$ cat src/rtl/ecc_bank_responder_if.sv
// ecc_bank_responder_if: bank request/response bus of one ECC cache bank.
//   master : upstream mux/scrubber drives req, we, be, add, wdata
//   slave  : bank responder drives gnt, rdata, single_error, multi_error
//   A request transfers when req & gnt. rdata and the error flags belong to
//   the cycle after a read transfer.
interface ecc_bank_responder_if #(
    parameter int unsigned DataWidth = 128,
    parameter int unsigned Depth     = 2048
);
    localparam int unsigned BeWidth   = DataWidth / 8;
    localparam int unsigned AddrWidth = $clog2(Depth);

    logic                 req;
    logic                 gnt;
    logic                 we;
    logic [BeWidth-1:0]   be;
    logic [AddrWidth-1:0] add;
    logic [DataWidth-1:0] wdata;
    logic [DataWidth-1:0] rdata;
    logic                 single_error;
    logic                 multi_error;

    modport master (
        output req, we, be, add, wdata,
        input  gnt, rdata, single_error, multi_error
    );

    modport slave (
        input  req, we, be, add, wdata,
        output gnt, rdata, single_error, multi_error
    );
endinterface

$ cat src/rtl/ecc_bank_responder.sv
// ecc_bank_responder: bank-side responder owning one SECDED-protected SRAM.
//   Reads return corrected data one cycle later with single/multi error
//   pulses; partial writes do read-modify-write over the corrected old word.
// Ports:
//   clk_i, rst_ni  clock, asynchronous active-low reset
//   bank           bank request bus (slave side of ecc_bank_responder_if)
//   sram_*         SRAM macro: req/we/add/wdata out, rdata in (1 cycle latency)
// Stored word layout (systematic): {overall parity, hamming bits, data}.
//   Data bit i uses the i-th non-power-of-two as its syndrome column; check
//   bit j uses column 1<<j; the top bit makes total word parity even.
// Build option: define ECC_BANK_RESPONDER_WRITEBACK_EN to write corrected
//   words back to the SRAM after a single-error read (scrubber repair path).
module ecc_bank_responder #(
    parameter int unsigned DataWidth = 128,
    parameter int unsigned Depth     = 2048,
    parameter int unsigned BeWidth   = DataWidth / 8,
    parameter int unsigned ProtWidth = $clog2(DataWidth) + 2,
    parameter int unsigned SramWidth = DataWidth + ProtWidth,
    localparam int unsigned AddrWidth = $clog2(Depth)
) (
    input  logic                     clk_i,
    input  logic                     rst_ni,
    ecc_bank_responder_if.slave      bank,
    output logic                     sram_req_o,
    output logic                     sram_we_o,
    output logic [AddrWidth-1:0]     sram_add_o,
    output logic [SramWidth-1:0]     sram_wdata_o,
    input  logic [SramWidth-1:0]     sram_rdata_i
);
    localparam int unsigned HamWidth = ProtWidth - 1;

    function automatic logic [DataWidth*HamWidth-1:0] gen_cols();
        logic [DataWidth*HamWidth-1:0] t;
        int unsigned k;
        t = '0;
        k = 0;
        for (int unsigned n = 3; n < (1 << HamWidth); n++) begin
            if (k < DataWidth && (n & (n - 1)) != 0) begin
                t[k*HamWidth +: HamWidth] = HamWidth'(n);
                k++;
            end
        end
        return t;
    endfunction

    localparam logic [DataWidth*HamWidth-1:0] Cols = gen_cols();

    function automatic logic [HamWidth-1:0] ham(input logic [DataWidth-1:0] d);
        logic [HamWidth-1:0] s;
        s = '0;
        for (int i = 0; i < DataWidth; i++)
            if (d[i]) s ^= Cols[i*HamWidth +: HamWidth];
        return s;
    endfunction

    function automatic logic [SramWidth-1:0] enc(input logic [DataWidth-1:0] d);
        logic [HamWidth-1:0] s;
        s = ham(d);
        return {^{s, d}, s, d};
    endfunction

    typedef enum logic [1:0] {Idle, Resp, Merge, WriteBack} state_e;

    state_e               state;
    logic                 resp_rd;
    logic [AddrWidth-1:0] add_q;
    logic [BeWidth-1:0]   be_q;
    logic [DataWidth-1:0] wdata_q, wb_q, rdata_q;

    // decoder on the word returned by the macro
    logic [HamWidth-1:0]  syn;
    logic                 par, hit;
    logic [DataWidth-1:0] fix, dec_data, merged, enc_in;
    logic                 dec_single, dec_multi;

    always_comb begin
        syn = ham(sram_rdata_i[DataWidth-1:0]) ^ sram_rdata_i[DataWidth +: HamWidth];
        par = ^sram_rdata_i;
        hit = 1'b0;
        fix = '0;
        for (int i = 0; i < DataWidth; i++) begin
            if (syn == Cols[i*HamWidth +: HamWidth]) begin
                fix[i] = par;
                hit    = 1'b1;
            end
        end
        dec_data = sram_rdata_i[DataWidth-1:0] ^ fix;
        // odd parity with a known column (or zero / check-bit column) is one flip
        dec_single = par && (syn == '0 || $onehot(syn) || hit);
        dec_multi  = (par || syn != '0) && !dec_single;
    end

    always_comb begin
        for (int b = 0; b < BeWidth; b++)
            merged[b*8 +: 8] = be_q[b] ? wdata_q[b*8 +: 8] : dec_data[b*8 +: 8];
    end

    logic wb_pend, accept, be_full, be_none, rd_resp;

`ifdef ECC_BANK_RESPONDER_WRITEBACK_EN
    assign wb_pend = (state == Resp) && resp_rd && dec_single;
`else
    assign wb_pend = 1'b0;
`endif

    assign rd_resp  = (state == Resp) && resp_rd;
    assign bank.gnt = rst_ni && ((state == Idle) || ((state == Resp) && !wb_pend));
    assign accept   = bank.req && bank.gnt;
    assign be_full  = &bank.be;
    assign be_none  = ~|bank.be;

    assign bank.rdata        = rd_resp ? dec_data : rdata_q;
    assign bank.single_error = (rd_resp || state == Merge) && dec_single;
    assign bank.multi_error  = (rd_resp || state == Merge) && dec_multi;

    always_comb begin
        enc_in = bank.wdata;
        if (state == Merge)     enc_in = merged;
        if (state == WriteBack) enc_in = wb_q;
    end

    assign sram_wdata_o = enc(enc_in);

    always_comb begin
        sram_req_o = 1'b0;
        sram_we_o  = 1'b0;
        sram_add_o = bank.add;
        if (accept) begin
            if (!bank.we) begin
                sram_req_o = 1'b1;
            end else if (be_full) begin
                sram_req_o = 1'b1;
                sram_we_o  = 1'b1;
            end else if (!be_none) begin
                sram_req_o = 1'b1;  // fetch old word for the merge
            end
        end else if ((state == Merge && !dec_multi) || state == WriteBack) begin
            sram_req_o = 1'b1;
            sram_we_o  = 1'b1;
            sram_add_o = add_q;
        end
    end

    always_ff @(posedge clk_i or negedge rst_ni) begin
        if (!rst_ni) begin
            state   <= Idle;
            resp_rd <= 1'b0;
            add_q   <= '0;
            be_q    <= '0;
            wdata_q <= '0;
            wb_q    <= '0;
            rdata_q <= '0;
        end else begin
            if (rd_resp) rdata_q <= dec_data;
            case (state)
                Idle, Resp: begin
                    if (wb_pend) begin
                        state <= WriteBack;
                        wb_q  <= dec_data;
                    end else if (accept) begin
                        add_q   <= bank.add;
                        resp_rd <= !bank.we;
                        if (bank.we && !be_full && !be_none) begin
                            state   <= Merge;
                            be_q    <= bank.be;
                            wdata_q <= bank.wdata;
                        end else begin
                            state <= Resp;
                        end
                    end else begin
                        state <= Idle;
                    end
                end
                default: state <= Idle;
            endcase
        end
    end
endmodule

$ cat src/flat_wrapper.sv
// flat-port wrapper written by rule: the top's interface ports become plain ports
module ecc_bank_responder_flat 
#(
    parameter int unsigned DataWidth = 128,
    parameter int unsigned Depth     = 2048,
    parameter int unsigned BeWidth   = DataWidth / 8,
    parameter int unsigned ProtWidth = $clog2(DataWidth) + 2,
    parameter int unsigned SramWidth = DataWidth + ProtWidth,
    localparam int unsigned AddrWidth = $clog2(Depth)
)
  (clk_i, rst_ni, sram_req_o, sram_we_o, sram_add_o, sram_wdata_o, sram_rdata_i, bank_req, bank_we, bank_be, bank_add, bank_wdata, bank_gnt, bank_rdata, bank_single_error, bank_multi_error);
  ecc_bank_responder_if #(.DataWidth(DataWidth), .Depth(Depth)) bank_i ();
  input  logic clk_i;
  input  logic rst_ni;
  output logic sram_req_o;
  output logic sram_we_o;
  output logic [AddrWidth-1:0] sram_add_o;
  output logic [SramWidth-1:0] sram_wdata_o;
  input  logic [SramWidth-1:0] sram_rdata_i;
  input wire logic [$bits(bank_i.req)-1:0] bank_req;
  input wire logic [$bits(bank_i.we)-1:0] bank_we;
  input wire logic [$bits(bank_i.be)-1:0] bank_be;
  input wire logic [$bits(bank_i.add)-1:0] bank_add;
  input wire logic [$bits(bank_i.wdata)-1:0] bank_wdata;
  output wire logic [$bits(bank_i.gnt)-1:0] bank_gnt;
  output wire logic [$bits(bank_i.rdata)-1:0] bank_rdata;
  output wire logic [$bits(bank_i.single_error)-1:0] bank_single_error;
  output wire logic [$bits(bank_i.multi_error)-1:0] bank_multi_error;
  assign bank_i.req = bank_req;
  assign bank_i.we = bank_we;
  assign bank_i.be = bank_be;
  assign bank_i.add = bank_add;
  assign bank_i.wdata = bank_wdata;
  assign bank_gnt = bank_i.gnt;
  assign bank_rdata = bank_i.rdata;
  assign bank_single_error = bank_i.single_error;
  assign bank_multi_error = bank_i.multi_error;
  ecc_bank_responder #(.DataWidth(DataWidth), .Depth(Depth), .BeWidth(BeWidth), .ProtWidth(ProtWidth), .SramWidth(SramWidth)) u_core (.clk_i(clk_i), .rst_ni(rst_ni), .bank(bank_i), .sram_req_o(sram_req_o), .sram_we_o(sram_we_o), .sram_add_o(sram_add_o), .sram_wdata_o(sram_wdata_o), .sram_rdata_i(sram_rdata_i));
endmodule
$ cat config.mk
export PLATFORM = sky130hd
export DESIGN_NAME = ecc_bank_responder_flat
export DESIGN_NICKNAME = d
export VERILOG_FILES = /design/src/rtl/ecc_bank_responder_if.sv /design/src/rtl/ecc_bank_responder.sv /design/src/flat_wrapper.sv
export SDC_FILE = /design/constraint.sdc
export NUM_CORES = 1
export LEC_CHECK = 0
export CAP_MARGIN = 5
export CELL_PAD_IN_SITES_DETAIL_PLACEMENT = 1
export CELL_PAD_IN_SITES_GLOBAL_PLACEMENT = 1
export CORE_MARGIN = 1
export CORE_UTILIZATION = 30
export CTS_CLUSTER_DIAMETER = 60
export DETAILED_ROUTE_END_ITERATION = 10
export PLACE_DENSITY = 0.69
export SYNTH_ARGS = -nofsm -noshare
export SYNTH_HDL_FRONTEND = slang
export SYNTH_SLANG_ARGS = --single-unit
$ cat constraint.sdc
create_clock -name clk_i -period 24.1 [get_ports clk_i]
set_input_delay 4.82 -clock clk_i [delete_from_list [all_inputs] [get_ports clk_i]]
set_output_delay 4.82 -clock clk_i [all_outputs]
set_load 0.05 [all_outputs]
==> reports/qor.txt, run 1 <==
Residual DRC: 0
DIE WIDTH: 268 microns
RSZ-0062 raised after global routing: no
Worst endpoint required time: 19,280 ps
Fin nets: 3,054
Fin. max-slew vios: 0
Area Overhead vs Synth: 38.2%
DRT antenna net count: 0
Hold buffers post-CTS: 0
Post-synth top flop: dfrtp_1
HP Class: reg2reg
Crit. End Element: primary output
IO Count: 577
Routability cong.: 0.981
Routed WL: 123 mm
CTS resizes: 0
Placed cells: 3,629
Final Hold Viols: 0
FILL cells: 7,926
Sequential Area: 0.00716 sq mm
Max clock buf depth: 3
Post-synth ARST share: 100%
CTS sink cnt: 286
1st-iter DRT viols: 1,793
Root Buffer: clkbuf_16
Syn Area/Cell: 9.52 sq um
Port Buffers: 576
Synth unique cells: 61
Fin worst setup slack: 5280 ps
Top Metal Used: met5
Cell Area, Synth: 0.0212 sq mm
Overflow after GRT: 0
Setup TNS: 0 ps
CP Launch Type: primary input
Critical Path AT: 14,000 ps
Via density: 5.43
Non-Filler Instances: 3,723
Via count of the first global-routing pass: 21.0k
Share of post-route cells with drive strength above 1: 10.6%
Total iterations of the first detailed-routing run: 5
Initial Util: 30.3%
Chip height: 268 microns
WHS: 481 ps
Via count: 20.2k
CTS H-tree lvls: 2
Worst Tran Pin Value: 1280 ps
Met3 Routed Length: 10.3 mm
Rel. slew slack: 14.2%
Max_cap viols: 0
Largest net degree at the start of global routing: 141
Clock Skew: 18.2 ps
Latest clock arrival within the worst-skew pair: 590 ps
Outcome: complete, no violations
Initial antenna violation count: 16
Critical path class: in2out
CTS tree: built
Max Fclk: 0.0531 GHz
Die Footprint: 0.0718 sq mm
GRT Overall Usage: 33.5%
Metal-1 WL: 51.0 mm
Global-route wire length before repair: 167 mm
Synthesis-stage register bit count: 286
Endpoints failing setup: 0
Clock slew seen by the registers of the worst setup and hold paths: 50 ps
Num CTS Buffers: 45
Routed wl met2: 57.4 mm
Final Critical Period: 18,820 ps
Routed WL per cell: 33.0 microns
Setup WS pre-CTS: 5560 ps
Sequential share of the synthesized area: 33.7%
Site row count: 97
Synth Instances: 2,229
Mapped Nets: 2,547
Yosys warns: 0
Placeable Area: 0.0700 sq mm
Period utilisation layout: 78.1%
Post-CTS setup buffer count: 0
EDFF count, synth: 0
Hpwl dp: 99.3 mm
Multi-input gate area: 0.0133 sq mm
Worst Path Max Fanout: 76
[critical path, stage by stage]
cell and delay (ps):
clkdlybuf4s50_1 560, xor2_1 670, xnor3_1 540, xnor2_1 200
xor2_1 200, xnor3_1 390, xnor3_4 940, buf_4 770
nor3_1 160, xnor2_1 780, o22ai_1 540, xnor2_1 260
xnor2_1 380, xnor3_1 450, xor3_1 250, xnor3_1 450
xnor3_1 420, xnor3_1 340, clkdlybuf4s50_1 820
[final cells by class]
cell class,count,area share [%]
Sequential cell,286,24.4
Tap cell,940,4.01
Timing Repair Buffer,597,20.3
Clock inverter,26,0.857
Multi-Input combinational cell,1751,45.3
Clock buffer,57,4.34
Antenna cell,11,0.0938
Inverter,55,0.712
[registers in the layout (all words and copies together), names as in the netlist]
name / flops
u_core.state: 2
u_core.be_q: 16
u_core.resp_rd: 1
u_core.wdata_q: 128
u_core.add_q: 11
u_core.rdata_q: 128
[Yosys cell counts, types with 15 or more instances]
cell | number | area, sq um
xnor2_1 | 481 | 4210
dfrtp_1 | 286 | 7160
nand2_1 | 202 | 758
mux2_2 | 145 | 1630
o21ai_0 | 145 | 726
a21oi_1 | 114 | 571
clkbuf_1 | 106 | 398
nor3_1 | 103 | 515
nor2_1 | 98 | 368
xor2_1 | 90 | 788
o22ai_1 | 75 | 469
inv_1 | 54 | 203
xnor3_1 | 43 | 968
nor4_1 | 19 | 119
ha_1 | 18 | 225
buf_1 | 16 | 60.1
o2bb2ai_1 | 16 | 140
a32oi_1 | 15 | 131
o31a_1 | 15 | 131
[path summary, 6_finish.rpt]
kind,start,end,slack [ps],cells past startpoint
worst max register to register,u_core.state[1]$_DFF_PN0_,u_core.rdata_q[101]$_DFF_PN0_,19560,5
max in group asynchronous,rst_ni,u_core.rdata_q[121]$_DFF_PN0_,18460,2
worst min register to register,u_core.rdata_q[119]$_DFF_PN0_,u_core.rdata_q[119]$_DFF_PN0_,480,1
worst max-delay path,sram_rdata_i[59],sram_wdata_o[136],5280,19
worst min-delay path,u_core.rdata_q[119]$_DFF_PN0_,u_core.rdata_q[119]$_DFF_PN0_,480,1
min in group asynchronous,rst_ni,u_core.be_q[11]$_DFFE_PN0P_,4240,1
[layout by cell type, fill, tap and decap left out, drive strengths merged, types with 13 or more instances in the layout]
cell type / netlist / routed
clkdlybuf4s50: 0 / 575
o22ai: 86 / 86
clkbuf: 106 / 57
nor2b: 13 / 13
or3: 14 / 14
inv: 54 / 65
a21oi: 114 / 114
nand2: 202 / 202
xnor3: 44 / 44
o21ai: 157 / 157
a32oi: 15 / 15
xnor2: 482 / 482
o2bb2ai: 16 / 16
nor2: 98 / 98
nor3: 109 / 109
buf: 31 / 22
o31ai: 20 / 20
o31a: 15 / 15
ha: 18 / 18
mux2: 146 / 146
nor4: 21 / 21
dfrtp: 286 / 286
xor2: 90 / 90
[cell families (layout without fill, tap and decap cells)]
family | after synthesis | count (layout) | share of synthesized area [%]
AOI/OAI and AO/OA | 456 | 456 | 13.3
adders and majority gates | 22 | 22 | 1.44
DFF | 286 | 286 | 33.7
and+or+nand+nor | 502 | 502 | 10.8
buffers and inverters | 192 | 735 | 3.76
xor gates and xnor gates | 623 | 623 | 29.1
muxes | 148 | 148 | 7.84
other | 0 | 11 | 0
[through the flow]
stage,cell area (sq um),util (%)
3_3_place_gp,27800,39.7
5_1_grt,29300,41.9
6_report,29300,41.9
2_1_floorplan,21200,-
4_1_cts,29300,41.9
3_5_place_dp,27800,39.7
[layer usage]
layer	up-vias	track usage [%]
met5	-	0
met4	4	11.0
met3	174	7.53
met2	982	54.4
met1	10400	43.8
li1	8706	-
Power of run 1 is not shown: default switching activity piles up to over one toggle a cycle in this logic, so the estimate is an artifact.
==> run 2: changes to the inputs <==
==> constraint.sdc (replaced) <==
create_clock -name clk_i -period 18.4 [get_ports clk_i]
set_input_delay 3.68 -clock clk_i [delete_from_list [all_inputs] [get_ports clk_i]]
set_output_delay 3.68 -clock clk_i [all_outputs]
set_load 0.05 [all_outputs]
==> run 2 against run 1 <==
  * Critical path depth up 2
  * Clock skew decreased by 2.3 ps
  * Setup slack got worse by 3000 ps
  * Sequential share of layout area fell by 0.091 points
  * Design area rose by 0.38%
  * Global-route usage about the same
  * Cell count up 0.11%
  * Die area stayed put
  * Routed wire length down 0.30%
  * Core utilization is 0.16 points higher
  * Largest cell class unchanged
==> reports/qor.txt, run 2 (same netlist as run 1, synthesis figures left out) <==
Outcome: complete, no violations
Routed WL: 123 mm
Root Buffer: clkbuf_16
FILL cells: 7,911
Area Overhead vs Synth: 38.7%
DIE WIDTH: 268 microns
Fin nets: 3,059
CTS resizes: 0
GRT Overall Usage: 33.5%
Util after Layout: 42.0%
Crit. End Element: primary output
Final Critical Period: 16,170 ps
Max Fclk: 0.0619 GHz
Setup WS pre-CTS: 2410 ps
Largest registers: u_core.rdata_q (128), u_core.wdata_q (128), u_core.be_q (16)
Max clock buf depth: 3
Period utilisation layout: 87.9%
Max_cap viols: 0
Hold buffers post-CTS: 0
Setup TNS: 0 ps
Endpoints failing setup: 0
Site row count: 97
Total iterations of the first detailed-routing run: 5
Placed cells: 3,632
Worst Tran Pin Value: 1270 ps
Commonest non-fill, non-tap cell in the layout: clkdlybuf4s50_1
Overflow after GRT: 0
Routability cong.: 0.957
Critical path class: in2out
Initial Util: 30.3%
Via density: 5.44
Post-CTS setup buffer count: 0
Critical Path AT: 12,490 ps
1st-iter DRT viols: 1,860
IO Count: 577
Share of post-route cells with drive strength above 1: 10.7%
Die Footprint: 0.0718 sq mm
CP Launch Type: primary input
Via count of the first global-routing pass: 21.3k
RSZ-0062 raised after global routing: no
CTS tree: built
Clock slew seen by the registers of the worst setup and hold paths: 60 ps
Via count: 20.3k
Clock Skew: 15.9 ps
Hpwl dp: 99.3 mm
Worst Path Max Fanout: 22
Latest clock arrival within the worst-skew pair: 600 ps
Num CTS Buffers: 47
Worst endpoint required time: 14,720 ps
Port Buffers: 576
Global-route wire length before repair: 167 mm
Final Hold Viols: 0
Residual DRC: 0
CTS H-tree lvls: 2
Fin. max-slew vios: 0
Non-Filler Instances: 3,727
Fin worst setup slack: 2230 ps
Chip height: 268 microns
DRT antenna net count: 0
CTS sink cnt: 286
Most frequent cells in the layout: clkdlybuf4s50_1 (575), xnor2_1 (481), dfrtp_1 (284), nand2_1 (202), mux2_2 (145)
HP Class: reg2reg
Initial antenna violation count: 25
Largest net degree at the start of global routing: 119
Placeable Area: 0.0700 sq mm
Routed WL per cell: 32.9 microns
Rel. slew slack: 14.3%
[run 2: cell types whose count changed in the layout (fill, tap and decap cells not counted), sizes merged]
cell	change
inv	-4
diode	+1
buf	+3
clkbuf	+2
bufinv	+3
clkinv	-1
[run 2: layer usage]
metal	track usage [%]	share of wire [%]	vias up
met3	7.39	8.0	231
met1	43.1	41	10300
met4	15.0	4.5	8
met5	0	0.041	-
met2	53.7	46	962
li1	-	-	8711
[run 2: layout make-up]
cell class	count	area, sq um	area share (%)
multi-input cells	1751	13300	45.1
flip-flops and latches	286	7160	24.3
repair buffers	600	5950	20.2
clock buffers	59	1320	4.50
well taps	940	1180	3.99
clock inverters	24	299	1.02
inverters	55	209	0.710
diodes	12	30.0	0.102
[run 2: worst max-delay path, cell delays in order]
cell             delay, ps
clkdlybuf4s50_1        700
xnor2_1                500
xnor2_1                160
xnor2_1                270
xnor3_1                490
xnor2_1                280
xnor2_1                220
inv_1                  130
ha_1                   270
nand2_1                630
o31ai_1                990
a31oi_2                370
xnor2_1                550
xor2_1                 150
xnor2_1                580
xnor2_1                230
xnor2_1                350
xnor3_1                500
xnor2_1                140
xnor3_1                420
clkdlybuf4s50_1        830
[run 2: stage by stage]
stage | area, sq um | hold slack (ps)
final | 29400 | 468
after global routing | 29400 | 503
after CTS | 29400 | 474
after detailed placement | 27800 | 460
after global placement | 27800 | 456
after floorplan | 21200 | 442
[run 2: path summary, 6_finish.rpt]
path,depth (start not counted),slack [ps],start,endpoint
min reg2reg,2,470,u_core.add_q[4]$_DFFE_PN0P_,u_core.add_q[4]$_DFFE_PN0P_
max,21,2230,sram_rdata_i[48],sram_wdata_o[136]
min in group asynchronous,1,3070,rst_ni,u_core.be_q[7]$_DFFE_PN0P_
min,2,470,u_core.add_q[4]$_DFFE_PN0P_,u_core.add_q[4]$_DFFE_PN0P_
max reg2reg,8,13540,u_core.state[1]$_DFF_PN0_,u_core.be_q[10]$_DFFE_PN0P_
max in group asynchronous,4,12580,rst_ni,u_core.rdata_q[9]$_DFF_PN0_
Power of run 2 is left out for the same reason.
==> run 3: changes to the inputs <==
--- a/config.mk
+++ b/config.mk
@@ -5,6 +5,7 @@
 export SDC_FILE = /design/constraint.sdc
 export NUM_CORES = 1
 export LEC_CHECK = 0
+export ABC_AREA = 1
 export CAP_MARGIN = 5
 export CELL_PAD_IN_SITES_DETAIL_PLACEMENT = 1
 export CELL_PAD_IN_SITES_GLOBAL_PLACEMENT = 1
@@ -12,7 +13,7 @@
 export CORE_UTILIZATION = 30
 export CTS_CLUSTER_DIAMETER = 60
 export DETAILED_ROUTE_END_ITERATION = 10
-export PLACE_DENSITY = 0.69
+export PLACE_DENSITY = 0.7
 export SYNTH_ARGS = -nofsm -noshare
 export SYNTH_HDL_FRONTEND = slang
 export SYNTH_SLANG_ARGS = --single-unit
==> run 3 against run 2 <==
  * Setup slack gained 540 ps
  * Critical path depth grew 18
  * Sequential cell count is the same
  * Synthesized area grew 43%
  * Register-to-register slack is essentially flat
  * Largest cell class unchanged
==> reports/qor.txt, run 3 <==
Commonest non-fill, non-tap cell in the layout: nand2_1
CTS sink cnt: 286
CP Launch Type: primary input
PD cells: 153 mW/mm^2
Post-CTS setup buffer count: 0
Max clock buf depth: 3
Commonest cells post-synth: nand2_1 (2,081), inv_1 (561), nand3_1 (389)
Area Overhead vs Synth: 27.7%
Share of post-route cells with drive strength above 1: 5.24%
P_int: 2.56 mW
Global-route wire length before repair: 246 mm
Largest net degree at the start of global routing: 151
Largest registers: u_core.rdata_q (128), u_core.wdata_q (128), u_core.be_q (16)
Synth unique cells: 47
Chip height: 320 microns
NetSw: 3.36 mW
Placeable Area: 0.100 sq mm
Syn Area/Cell: 5.92 sq um
Max_cap viols: 0
Post-synth top flop: dfrtp_1
Outcome: complete, no violations
IO Count: 577
Initial Util: 30.3%
Most frequent cells in the layout: nand2_1 (2,081), clkdlybuf4s50_1 (575), inv_1 (560), nand3_1 (388), nor2_1 (364)
CP max stage cell: clkdlybuf4s50_1
Latest clock arrival within the worst-skew pair: 640 ps
Routed WL per cell: 25.2 microns
CTS tree: built
Worst Path Max Fanout: 8
CTS resizes: 0
Hold depth: 1
Worst endpoint required time: 14,720 ps
1st-iter DRT viols: 3,146
Power Total: 5.91 mW
Setup TNS: 0 ps
Residual DRC: 0
Routed WL: 174 mm
Via count: 36.2k
Mapped Nets: 5,428
Root Buffer: clkbuf_16
Fin. max-slew vios: 0
Rel. slew slack: 13.5%
DIE WIDTH: 320 microns
Post-synth ARST share: 100%
HP Class: reg2reg
Sequential share of the synthesized area: 23.6%
Worst Tran Pin Value: 1290 ps
DRT antenna net count: 0
Via density: 5.22
Max IR drop VDD: 0.173 mV
Final Hold Viols: 0
EDFF count, synth: 0
Total iterations of the first detailed-routing run: 5
Period utilisation layout: 84.9%
Cell Area, Synth: 0.0303 sq mm
Synth Instances: 5,110
Num CTS Buffers: 48
Site row count: 116
Crit. End Element: primary output
GRT Overall Usage: 33.3%
Critical path class: in2out
CTS H-tree lvls: 2
Clock Skew: 23.3 ps
RSZ-0062 raised after global routing: no
Critical Path AT: 11,950 ps
Sequential power share: 14.5%
Hold buffers post-CTS: 0
Top-count cell post-synth: nand2_1
Port Buffers: 576
P_leak: 20.3 nW
Hpwl dp: 146 mm
Routability cong.: 1.02
Initial antenna violation count: 5
Die Footprint: 0.102 sq mm
Max Fclk: 0.0640 GHz
Endpoints failing setup: 0
Final Critical Period: 15,630 ps
Gate power share: 68.5%
Fin nets: 5,907
Main area contributors after synthesis: nand2_1 (26%), dfrtp_1 (24%), xor2_1 (7.1%), inv_1 (7.0%), nand3_1 (6.4%)
Switching Fraction: 56.8%
Clock power share: 17.0%
Via count of the first global-routing pass: 34.8k
FF-to-FF path depth: 6
Yosys top cell by area: nand2_1
Top cell type's share of synthesized area: 25.8%
Overflow after GRT: 0
Yosys warns: 0
Synthesis-stage register bit count: 286
Clock slew seen by the registers of the worst setup and hold paths: 50 ps
Cell mode on critical path: nand2_1
Critical path's largest stage delay: 800 ps
## run 3: final cells by class
type / count / area (sq um)
diodes: 3 / 7.51
clock buffers: 56 / 1270
clock inverters: 30 / 437
fillers: 13100 / 61300
inverters: 590 / 2220
multi-input cells: 4066 / 20000
flip-flops and latches: 286 / 7160
well taps: 1298 / 1620
repair buffers: 597 / 5940
## run 3: power groups by stage
stage / sequential [mW] / clock (mW) / combinational, mW
floorplan: 0.841 / 0 / 2.65
global placement: 0.859 / 0 / 3.91
detailed placement: 0.866 / 0 / 3.96
CTS: 0.856 / 1.02 / 3.98
global route: 0.873 / 1.04 / 4.29
finish: 0.858 / 1.00 / 4.05
## run 3: layer usage
metal	track usage, %	vias to the layer above	routed length [microns]
met5	0	-	35
met3	5.07	314	11200
met4	17.6	6	10400
met1	41.8	17600	72900
met2	54.8	1364	80000
li1	-	16900	-
## run 3: final timing paths
check | start | endpoint | slack, ps
worst max-delay path | sram_rdata_i[32] | sram_wdata_o[136] | 2770
worst min register to register | u_core.rdata_q[26]$_DFF_PN0_ | u_core.rdata_q[26]$_DFF_PN0_ | 470
max in group asynchronous | rst_ni | u_core.wdata_q[101]$_DFFE_PN0P_ | 13840
worst min-delay path | u_core.rdata_q[26]$_DFF_PN0_ | u_core.rdata_q[26]$_DFF_PN0_ | 470
worst max register to register | u_core.state[1]$_DFF_PN0_ | u_core.rdata_q[80]$_DFF_PN0_ | 13550
min in group asynchronous | rst_ni | u_core.rdata_q[26]$_DFF_PN0_ | 3080
## run 3: cell families (layout without fill, tap and decap cells)
family	Yosys count	after routing	share of synthesized area (%)
buf+inv	758	1273	10.4
simple gates	3012	3012	40.8
xor+xnor	402	402	11.9
other cells	0	3	0
flops	286	286	23.6
compound gates	630	630	12.3
fa+ha+maj	22	22	1.01
## run 3: metrics by stage
step           util (%)  hold slack (ps)  cells  setup WS [ps]  cell area (sq um)
2_1_floorplan         -              443   5110           5590              30300
3_3_place_gp       37.0              455   6837           3080              37000
3_5_place_dp       37.0              461   6837           3010              37000
4_1_cts            38.7              475   6923           2990              38700
5_1_grt            38.7              489   6924           2460              38700
6_report           38.7              468   6926           2770              38700
## run 3: worst max-delay path: cells and delay by family
kind                       cells  cell delay (ps)
adders and majority gates      1              270
AOI/OAI and AO/OA              1              420
and+or+nand+nor               21             2880
xor gates and xnor gates      10             2910
buffers and inverters          6             1740
Note: power is estimated with default switching activity, not from simulation.
